### src/rtl/dmem_ctrl.sv
// Data-memory access controller between the EX/MEM stage and a handshake memory port.
// Runs each load/store through IDLE -> BUSY -> DONE, stalling the pipeline until the access finishes.
module dmem_ctrl #(
    parameter int unsigned TIMEOUT = 64
) (
    input  logic        clk,
    input  logic        rst_n,
    input  logic        mem_read,
    input  logic        mem_write,
    input  logic [31:0] addr,
    input  logic [31:0] wdata,
    input  logic        flush,
    input  logic        err_clr,
    output logic        dm_req,
    output logic        dm_we,
    output logic [31:0] dm_addr,
    output logic [31:0] dm_wdata,
    input  logic        dm_ack,
    input  logic [31:0] dm_rdata,
    output logic        stall,
    output logic [31:0] rdata,
    output logic        rdata_valid,
    output logic [1:0]  err,
    output logic [15:0] stall_cnt
);

    typedef enum logic [1:0] {IDLE, BUSY, DONE} state_e;

    localparam logic [7:0] TCNT_LAST = 8'(TIMEOUT - 1);

    state_e      state_q, state_d;
    logic        dm_req_q, dm_req_d;
    logic        dm_we_q, dm_we_d;
    logic [31:0] dm_addr_q, dm_addr_d;
    logic [31:0] dm_wdata_q, dm_wdata_d;
    logic [31:0] rdata_q, rdata_d;
    logic        is_read_q, is_read_d;
    logic [1:0]  err_q, err_d;
    logic [15:0] stall_cnt_q, stall_cnt_d;
    logic [7:0]  tcnt_q, tcnt_d;
    logic        start;
    logic [1:0]  err_set;

    always_comb begin
        state_d     = state_q;
        dm_req_d    = dm_req_q;
        dm_we_d     = dm_we_q;
        dm_addr_d   = dm_addr_q;
        dm_wdata_d  = dm_wdata_q;
        rdata_d     = rdata_q;
        is_read_d   = is_read_q;
        tcnt_d      = tcnt_q;
        err_set     = 2'b00;
        stall       = 1'b0;
        start       = (mem_read | mem_write) & ~flush;

        case (state_q)
            IDLE: begin
                if (start) begin
                    stall      = 1'b1;
                    state_d    = BUSY;
                    dm_req_d   = 1'b1;
                    dm_we_d    = mem_write & ~mem_read;
                    dm_addr_d  = addr;
                    dm_wdata_d = wdata;
                    is_read_d  = mem_read;
                    tcnt_d     = 8'd0;
                    err_set[1] = mem_read & mem_write;
                end
            end
            BUSY: begin
                stall = 1'b1;
                // An ack arriving on the last allowed cycle still wins over the timeout.
                if (dm_ack) begin
                    state_d  = DONE;
                    dm_req_d = 1'b0;
                    dm_we_d  = 1'b0;
                    if (is_read_q) begin
                        rdata_d = dm_rdata;
                    end
                end else if (tcnt_q == TCNT_LAST) begin
                    state_d    = DONE;
                    dm_req_d   = 1'b0;
                    dm_we_d    = 1'b0;
                    rdata_d    = 32'd0;
                    err_set[0] = 1'b1;
                end else begin
                    tcnt_d = tcnt_q + 8'd1;
                end
            end
            DONE: begin
                state_d = IDLE;
            end
            default: begin
                state_d = IDLE;
            end
        endcase

        err_d       = (err_q & ~{2{err_clr}}) | err_set;
        stall_cnt_d = (stall && (stall_cnt_q != 16'hFFFF)) ? stall_cnt_q + 16'd1 : stall_cnt_q;
    end

    always_ff @(posedge clk or negedge rst_n) begin
        if (!rst_n) begin
            state_q     <= IDLE;
            dm_req_q    <= 1'b0;
            dm_we_q     <= 1'b0;
            dm_addr_q   <= 32'd0;
            dm_wdata_q  <= 32'd0;
            rdata_q     <= 32'd0;
            is_read_q   <= 1'b0;
            err_q       <= 2'b00;
            stall_cnt_q <= 16'd0;
            tcnt_q      <= 8'd0;
        end else begin
            state_q     <= state_d;
            dm_req_q    <= dm_req_d;
            dm_we_q     <= dm_we_d;
            dm_addr_q   <= dm_addr_d;
            dm_wdata_q  <= dm_wdata_d;
            rdata_q     <= rdata_d;
            is_read_q   <= is_read_d;
            err_q       <= err_d;
            stall_cnt_q <= stall_cnt_d;
            tcnt_q      <= tcnt_d;
        end
    end

    assign dm_req      = dm_req_q;
    assign dm_we       = dm_we_q;
    assign dm_addr     = dm_addr_q;
    assign dm_wdata    = dm_wdata_q;
    assign rdata       = rdata_q;
    assign rdata_valid = (state_q == DONE) && is_read_q;
    assign err         = err_q;
    assign stall_cnt   = stall_cnt_q;

endmodule

### config.mk
export PLATFORM = sky130hd
export DESIGN_NAME = dmem_ctrl
export DESIGN_NICKNAME = d
export VERILOG_FILES = /design/src/rtl/dmem_ctrl.sv
export SDC_FILE = /design/constraint.sdc
export NUM_CORES = 1
export LEC_CHECK = 0
export ABC_AREA = 1
export CAP_MARGIN = 20
export CELL_PAD_IN_SITES_DETAIL_PLACEMENT = 1
export CELL_PAD_IN_SITES_GLOBAL_PLACEMENT = 2
export CORE_MARGIN = 2
export CORE_UTILIZATION = 26
export CTS_CLUSTER_DIAMETER = 80
export DETAILED_ROUTE_END_ITERATION = 16
export PLACE_DENSITY_LB_ADDON = 0.1
export REMOVE_ABC_BUFFERS = 1
export SETUP_SLACK_MARGIN = 0.15
export SLEW_MARGIN = 20
export SYNTH_ARGS = -nofsm -noshare
export SYNTH_HDL_FRONTEND = slang
export SYNTH_SLANG_ARGS = --single-unit
### constraint.sdc
create_clock -name clk -period 3 [get_ports clk]
set_clock_uncertainty 0.1 [all_clocks]
set_input_delay 0.6 -clock clk [delete_from_list [all_inputs] [get_ports clk]]
set_output_delay 0.6 -clock clk [all_outputs]
set_load 0.01 [all_outputs]
# Word level (Yosys, flattened, before mapping)

Index checks and enable logic that the tools add are counted.

Flip-flop bits (word level): 127
Input bits: 103

Add/subtract/negate cells: 2
Equal/unequal tests: 9
Multiplexer cells: 24
Bitwise gates (word level): 9
Reductions and logical operators: 10

Operator list:

| operator                                              | count |
|---|---|
| 2-to-1 mux 32 bit                                     | 3 |
| 2-to-1 mux 8 bit                                      | 3 |
| adder 16 x 1 -> 16 bit, second input constant         | 1 |
| inequality test 16 bit, second input constant         | 1 |
| one-hot mux 8 bit (2 select lines)                    | 1 |
| 2-to-1 mux 1 bit                                      | 10 |
| adder 8 x 1 -> 8 bit, second input constant           | 1 |
| equality test 8 x 6 -> 1 bit, second input constant   | 1 |
| 2-to-1 mux 2 bit                                      | 3 |
| inequality test 2 bit, second input constant          | 3 |
| one-hot mux 1 bit (2 select lines)                    | 3 |
| AND reduction 3 bit                                   | 2 |
| one-hot mux 2 bit (2 select lines)                    | 1 |
| AND reduction 2 bit                                   | 2 |
| AND reduction 4 bit                                   | 1 |
| nonzero test 2 bit                                    | 2 |
| AND 1 bit                                             | 3 |
| inequality test 3 bit, second input constant          | 1 |
| AND 2 bit                                             | 1 |
| equality test 2 x 1 -> 1 bit, second input constant   | 1 |
| equality test 2 bit, second input constant            | 1 |
| logical AND 1 bit                                     | 2 |
| zero test 2 bit                                       | 1 |
| inequality test 2 x 1 -> 1 bit, second input constant | 1 |
| 4 further kinds                                       | 5 |

# Logic depth before layout (Yosys ltp)

Depth after elaboration: 5
Mapped depth: 9
Depth with buffers taken out: 9

# Worst setup path before layout

OpenSTA, ideal clock, no wires.

Kind: register to output
Start point: reg is_read_q
End point: out rdata_valid
Arrival: 1.019 ns
Setup slack: 1.281 ns
Cell stages (with the launch flop): 5
Buffers on the path: 2
Cell sequence: dfrtp_1 -> clkbuf_1 -> clkbuf_1 -> nand2_1 -> nor2_1

Word-level cells in the longest chain between the ends: 1

RTL lines:

| element                | RTL line | text |
|---|---|---|
| from (decl)            | 37       | `logic is_read_q, is_read_d;` |
| from (signal assigned) | 122      | `is_read_q <= is_read_d;` |
| logical AND 1 bit      | 134      | `assign rdata_valid = (state_q == DONE) && is_read_q;` |
| to (decl)              | 22       | `output logic rdata_valid,` |

No other way between the ends.

# Worst setup path in the final report

Start point: in mem_read
End point: out stall

Word-level cells in the longest chain between the ends: 4

RTL lines:

| element                            | RTL line | text |
|---|---|---|
| from (decl)                        | 8        | `input logic mem_read,` |
| OR 1 bit                           | 55       | `start = (mem_read \| mem_write) & ~flush;` |
| AND 1 bit                          | 55       |  |
| 2-to-1 mux 1 bit                   | 59       | `if (start) begin` |
| one-hot mux 1 bit (2 select lines) | 57       | `case (state_q)` |
| to (decl)                          | 20       | `output logic stall,` |

No other way between the ends.

==> qor.txt <==
Vias per cell = 4.47
Fmax = 369 MHz
Crit Path Class = input pin to output pin
Critical path's most frequent cell = clkdlybuf4s50_1
Final wirelength = 18,600 um
Area grow syn2layout = 56.3%
DR vias = 5,230
Critical path buffers and inverters = 3
Core ar. = 20,900 um2
Placed inst area = 8000 um2
Initial Utilization = 26.3%
CP top delay family = buffers and inverters
Unrepaired setup endpoints after global routing = false
Largest net degree at the start of global routing = 55
Final net count = 990
Worst r2r path cells = 8
Grt total ovfl = 0
Crit-path slowest cell = clkdlybuf4s50_1
WP depth = 6
CTS tree = done
Crit path DAT = 2.01 ns
Origin of the critical flop-to-flop path = state_q[1]
CTS Buf Count = 17
Final hold vios = 0
Synth unique cells = 26
Clock Sinks = 127
Overall routing resource usage = 17.4%
Multi-input logic area = 2060 um2
FF+latch count, synth = 127
Post-cts resize count = 0
Max-Cap Viols = 0
Most frequent cells in the layout = nand2_1, clkdlybuf4s50_1, dfrtp_1, nand4_1, nor2_1
Fillcell total = 2,465
CP endpoint kind = output pin
CTS clk-pin slew, worst paths = 0.06 ns
Slack of the worst reg-to-reg path = 0.99 ns
PD cells = 843 nW/um2
Mapped Area = 5490 um2
Top cells by area, synth = dfrtp_1, nand2_1, nand4_1
DIE AREA = 22,300 um2
Synth top area share = 57.9%
Number of global-route vias before repair = 5,772
Die width = 149 um
Post-layout util = 41.1%
Post-route DRC = 0
Routed WL per cell = 15.9 um
Root Driver = clkbuf_16
Layout cells sized above 1 = 6.03%
PortBufs = 220
H-Tree Depth = 4
Leakage = 4.13 nW
Final HPWL DP = 13,300 um
Outcome = finished clean
DRT antenna net count = 0
Seq/Total Area, Yosys = 57.9%
Syn Inst Count = 666
Chip height = 149 um
Crit path launch type = input pin
Antenna diodes = 0
Cell taking the most area after synthesis = dfrtp_1
Critical path's largest stage delay = 0.55 ns
Most common cell after layout, fill and taps aside = nand2_1
Num rows = 53
Antenna violations before repair = 1
Final Max Slew Viols = 0
Period minus WS final = 2.71 ns
Post-CTS Setup Inserts = 0
Required @ worst endpoint = 2.30 ns
Placer Congestion = 0.778
First-pass GRT wire length = 30,300 um
Mean cell area of the mapped netlist = 8.24 um2
Worst slew pin tran = 0.542 ns
First DRT Iteration DRCs = 144
Finished Cell Area = 8580 um2
R2R Path End = rdata[7]
Clock Tree Buf Depth = 2
Worst vdd ir = 0.392 mV
CTS Hold Bufs = 0
Clk_lat worst skew = 0.42 ns
Worst-path cell chain = clkdlybuf4s50_1 -> inv_1 -> nand2_1 -> nand3_2 -> nand2_4 -> clkdlybuf4s50_1
Final setup fails = 0
CP max FO = 8
Router iterations before antenna repair = 4
Min-delay worst type = input pin to async pin
Rel. slew slack = 63.9%
Setup tns final = 0 ns
Synth Warn # = 0
Register area = 3180 um2
Period utilization = 90.4%
IO Count = 221
-- power by group --
part | switching [W] | internal (W) | leakage (nW)
clock | 0.000765 | 0.00128 | 0.277
sequential | 0.000352 | 0.00228 | 1.63
combinational | 0.00122 | 0.00134 | 2.23
-- metal layers --
layer,up-vias,track usage (%),routed length (um)
met4,0,6.33,439
met5,-,0,0
met1,2520,20.4,7670
li1,2512,-,-
met2,172,28.4,8770
met3,26,7.68,1720
-- Yosys cell counts --
master      n
nand2_1   360
dfrtp_1   127
nand4_1    37
nor2_1     29
inv_1      24
clkbuf_1   17
nand3_1    17
buf_2      12
o21ai_0    12
xnor2_1     6
inv_2       4
a21oi_1     2
ha_1        2
nand2_4     2
nand3_2     2
nand3b_1    2
nor2_2      2
buf_4       1
buf_6       1
nand2_2     1
nor2_8      1
nor3_1      1
o21a_1      1
o21ai_4     1
o21bai_1    1
o22ai_1     1
-- worst reg2reg max path, delay by kind of cell (launching register included) --
family	cells	cell delay, ns
buffers and inverters	2	0.65
flip-flops	1	0.40
AND/OR/NAND/NOR	6	0.75
-- logic make-up after synthesis --
logic type               Yosys count  synth area share, %
flip-flops                       127                 57.9
AO/OA/AOI/OAI                     18                 1.96
buffers and inverters             59                 4.51
adder cells (fa/ha/maj)            2                0.456
XOR/XNOR                           6                0.957
AND/OR/NAND/NOR                  454                 34.2
-- state kept, by name, indices dropped and copies added, names as in the netlist --
register / cells
is_read_q: 1
stall_cnt: 16
dm_req: 1
dm_wdata: 32
dm_addr: 32
tcnt_q: 8
err: 2
dm_we: 1
rdata: 32
state_q: 2
-- worst max path at each step --
stage / start / end / slack, ns
floorplan: mem_write / err[1] / 0.22
global placement: mem_read / stall / 0.29
detailed placement: mem_read / stall / 0.27
CTS: mem_read / stall / 0.27
global route: mem_read / stall / 0.22
finish: mem_read / stall / 0.29
-- stage by stage --
step	total power (W)	instances	setup WS (ns)	hold slack (ns)
floorplan	0.00357	635	0.217	0.204
global placement	0.00518	1141	0.293	0.353
detailed placement	0.00526	1141	0.271	0.360
CTS	0.00736	1171	0.271	0.0376
global route	0.00772	1171	0.223	0.0518
finish	0.00723	1171	0.288	0.0372
-- cell type report --
type / count / area share (%)
inverter: 28 / 1.23
timing repair buffer: 231 / 26.9
clock buffer: 21 / 5.48
clock inverter: 9 / 1.28
tap: 275 / 4.01
sequential: 127 / 37.0
multi-input combinational: 480 / 24.1
(Power assumes the default switching activity.)
